`src/rtl/shift_sched.sv`:
```
// rtl/shift_sched.sv - two-requester arbitrated serial left-shift engine
// Define SHIFT_SCHED_RR_EN for round-robin arbitration (default: fixed priority, requester 0 first).
module shift_sched #(
  parameter int WIDTH = 8,
  parameter int SHW   = 3
) (
  input  logic             clk,
  input  logic             reset,
  input  logic             req0,
  input  logic             req1,
  input  logic [WIDTH-1:0] data0,
  input  logic [WIDTH-1:0] data1,
  input  logic [SHW-1:0]   amt0,
  input  logic [SHW-1:0]   amt1,
  output logic [1:0]       gnt,
  output logic             busy,
  output logic             done,
  output logic [WIDTH-1:0] result,
  output logic             owner
);

  typedef enum logic [1:0] {
    IDLE  = 2'd0,
    SHIFT = 2'd1,
    DONE  = 2'd2
  } state_t;

  state_t           state_q, state_d;
  logic [WIDTH-1:0] acc_q, acc_d;
  logic [SHW-1:0]   cnt_q, cnt_d;
  logic [WIDTH-1:0] result_q, result_d;
  logic             owner_q, owner_d;
  logic [1:0]       gnt_q, gnt_d;
  logic             win;

`ifdef SHIFT_SCHED_RR_EN
  // rr_q names the requester favoured on the next contested accept
  logic rr_q, rr_d;

  always_comb begin
    win = 1'b0;
    if (req0 && req1) begin
      win = rr_q;
    end else begin
      win = req1;
    end
  end
`else
  always_comb begin
    win = !req0;
  end
`endif

  always_comb begin
    state_d  = state_q;
    acc_d    = acc_q;
    cnt_d    = cnt_q;
    result_d = result_q;
    owner_d  = owner_q;
    gnt_d    = 2'b00;
`ifdef SHIFT_SCHED_RR_EN
    rr_d     = rr_q;
`endif
    case (state_q)
      IDLE: begin
        if (req0 || req1) begin
          acc_d   = win ? data1 : data0;
          cnt_d   = win ? amt1 : amt0;
          owner_d = win;
          gnt_d   = win ? 2'b10 : 2'b01;
          state_d = SHIFT;
`ifdef SHIFT_SCHED_RR_EN
          rr_d    = !win;
`endif
        end
      end
      SHIFT: begin
        if (cnt_q == '0) begin
          result_d = acc_q;
          state_d  = DONE;
        end else begin
          acc_d = {acc_q[WIDTH-2:0], 1'b0};
          cnt_d = cnt_q - SHW'(1);
        end
      end
      DONE: begin
        state_d = IDLE;
      end
      default: begin
        state_d = IDLE;
      end
    endcase
  end

  always_ff @(posedge clk or posedge reset) begin
    if (reset) begin
      state_q  <= IDLE;
      acc_q    <= '0;
      cnt_q    <= '0;
      result_q <= '0;
      owner_q  <= 1'b0;
      gnt_q    <= 2'b00;
`ifdef SHIFT_SCHED_RR_EN
      rr_q     <= 1'b0;
`endif
    end else begin
      state_q  <= state_d;
      acc_q    <= acc_d;
      cnt_q    <= cnt_d;
      result_q <= result_d;
      owner_q  <= owner_d;
      gnt_q    <= gnt_d;
`ifdef SHIFT_SCHED_RR_EN
      rr_q     <= rr_d;
`endif
    end
  end

  assign gnt    = gnt_q;
  assign busy   = (state_q != IDLE);
  assign done   = (state_q == DONE);
  assign result = result_q;
  assign owner  = owner_q;

endmodule

```
`config.mk`:
```
export PLATFORM = sky130hd
export DESIGN_NAME = shift_sched
export DESIGN_NICKNAME = d
export VERILOG_FILES = /design/src/rtl/shift_sched.sv
export SDC_FILE = /design/constraint.sdc
export NUM_CORES = 1
export LEC_CHECK = 0
export CAP_MARGIN = 20
export CORE_MARGIN = 8
export CORE_UTILIZATION = 49
export DETAILED_ROUTE_END_ITERATION = 8
export GPL_TIMING_DRIVEN = 0
export PLACE_DENSITY = 0.88
export SLEW_MARGIN = 20
export SYNTH_ARGS = -nofsm -noshare
export SYNTH_HDL_FRONTEND = slang
export SYNTH_SLANG_ARGS = --single-unit
```
`constraint.sdc`:
```
create_clock -name clk -period 3.6 [get_ports clk]
set_input_delay 0.36 -clock clk [delete_from_list [all_inputs] [get_ports clk]]
set_output_delay 0.36 -clock clk [all_outputs]
set_load 0.03 [all_outputs]
```
==> impl_results.md <==
- Clk slew on worst S/H paths: 0.13 ns
- Full die area: between 4000 and 5000 um2
- Slew headroom: 0.403
- Final setup vio count: 0
- Vias in the first global route: 1,051
- Vias post-DR: 1,015
- Routed WL: 2830 um
- Clk_lat worst skew: about 0.32 ns
- Final Hold Vio Count: 0
- Clk root buf: clkbuf_4
- Netlist area before placement: between 1000 and 1500 um2
- Post-synthesis xor/xnor area fraction: 0
- Core Box Area: 2410 um2
- CTS resizes: 0
- Routed len/inst: 14.8 um
- Skew final: 0.00146 ns
- Syn_nets: 148
- Global Route Usage Sum: 0.139
- Final net count: 190
- Post-route setup TNS: 0 ns
- Leading area contributor after synthesis: dfrtp_1
- Final RePlAce weighted congestion: 0.813
- DPL Wire Length: 2180 um
- Starting Density: 0.505
- Most common cell in the netlist: dfrtp_1
- Sequential area share after synthesis: 0.493
- Top cell type's share of synthesized area: 0.493
- Cts hold-fix bufs: 0
- Min Tclk post-route: 2.13 ns
- Post-synthesis compound-gate area fraction: 0.134
- Arr. time, crit path: 1.77 ns
- I/O pin count: 39
- Nature of the critical path startpoint: flop
- FFs w/ async S/R, synth: 1.00
- Die Wd: around 66 um
- Syn Inst Count: 120
- LEAKAGE: between 0.7 and 0.8 nW
- Crit-path max FO: 8
- Placed Area: 1630 um2
- Dpl ws: 1.78 ns
- Fin worst setup slack: between 1 and 1.5 ns
- Slew Limit Fails: 0
- Postcts setup bufs: 0
- Cell variety after synth: 23
- RSZ-0062 raised after global routing: false
- Finished Core Util: 0.690
- CTS Buffer Depth: 2
- Share of cells above drive strength 1: 0.137
- H-tree depth reported by CTS: 1
- WHS: roughly 0.5 ns
- PortBufs: 37
- Hold crit path type: reg -> reg
- Mux contribution to synthesized area: 0.149
- WS Path Type: reg -> out
- Worst Path Required: 3.24 ns
- Fmax: 0.469 GHz
- Top cells by count, synth: 24 x dfrtp_1, 21 x nand2_1, 10 x o21ai_0
- Max cap viols: 0
- Post-route cell area: about 1700 um2
- CTS tree: done
- Synthesis-to-layout area growth: 36.5%
- Register bit total from synthesis: 24
- Power density cells: 823 nW/um2
- Ys Warns: 0
- Worst-Margin Slew: 0.894 ns
- First-pass GRT wire length: 4700 um
- Inserted Clock Buffers: 3
- Post-Syn Area per Cell: 10.1 um2
- Vias per cell: 5.31
- Initial antenna violation count: 0
- Post-synth top flop: dfrtp_1
- Largest family of logic cells by synthesized area: multiplexers
- Top area cells in the synthesized netlist: dfrtp_1 49%, mux2_2 8.3%, mux2i_1 6.6%
- Adder-Cell Fraction of Synth Area: 0.0206
- EDFF count, synth: 0
- Post-route clock period utilization: 0.592
- Placed Cells: 187
- Layout Cells excl Fill: 191
- Total gr overflow: 0
- Largest net degree at the start of global routing: 25
- DRC viols: 0
- VDD IR max: 0.545 mV
- Crit. End Element: output pin
- Run status: finished clean
- Die H: 65.8 um
- Post-Synth Simple-Gate Area: 0.147
- Total clock sinks: 24
- Antenna Nets Post-Route: 0
- Post-layout power: 1.37 mW
- DR iter-0 viols: 40
- Drt first pass iters: 4
- Core Rows: 18
- Diode count: 0
where the power goes:
group | switching [mW] | internal [mW] | total [mW]
Combinational | 0.406 | 0.343 | 0.748
Clock | 0.0814 | 0.0619 | 0.143
Sequential | 0.0806 | 0.395 | 0.475
cell usage in the layout (no fill, tap or decap):
master and instances:
o22ai_1 1, a211o_4 1, o21ai_1 8, o21ai_2 1, buf_2 1, mux2i_1 8, clkbuf_4 3, nand2_1 21
nor3_2 1, ha_1 2, a21oi_1 6, nor2_1 9, dfrtp_1 24, inv_1 6, mux2_2 9, o21ai_0 10
buf_6 3, nand2b_1 2, o211a_1 1, nor3_1 1, clkdlybuf4s50_1 37, and2_1 1, buf_4 1, clkbuf_8 1
nor2_8 1, nor2b_1 2
sequential cells by signal (all words and copies together) (netlist names):
register,cells
state_q,2
result,8
owner,1
acc_q,8
cnt_q,3
gnt,2
path summary, 6_finish.rpt:
| check | startpoint | end | slack (ns) | cells after the start |
|---|---|---|---|---|
| worst max register to register | cnt_q[0] | acc_q[4] | 1.96 | 7 |
| min in group asynchronous | reset | result[7] | 0.51 | 2 |
| worst min-delay path | cnt_q[1] | cnt_q[1] | 0.50 | 2 |
| worst max-delay path | state_q[0] | busy | 1.47 | 3 |
| max in group asynchronous | reset | state_q[0] | 2.54 | 2 |
| worst min register to register | cnt_q[1] | cnt_q[1] | 0.50 | 2 |
routing by layer:
metal  vias up  part of all wire  wire length (um)  GRT usage
li1        489                 -                 -          -
met1       487              0.41              1170      0.153
met2        35              0.48              1360      0.230
met3         4             0.097               276     0.0644
met4         0            0.0099                28     0.0463
met5         -                 0                 0          0
cells by family (layout without fill, tap and decap cells):
family / after synthesis / count (layout)
buf+inv: 11 / 52
fa+ha+maj: 2 / 2
flops: 24 / 24
mux: 17 / 17
simple gates: 38 / 38
compound gates: 28 / 28
critical path, cell delays in order, from the launching register on:
cell,delay (ns)
dfrtp_1,0.49
nor2_1,0.24
inv_1,0.11
clkdlybuf4s50_1,0.61
cell type report:
class,instances,area (um2)
fillers,201,748
plain buffers,5,46.3
well taps,30,37.5
flip-flops and latches,24,601
repair buffers,37,370
inverters,6,22.5
multi-input cells,85,548
clock buffers,4,36.3
(Power assumes the default switching activity.)
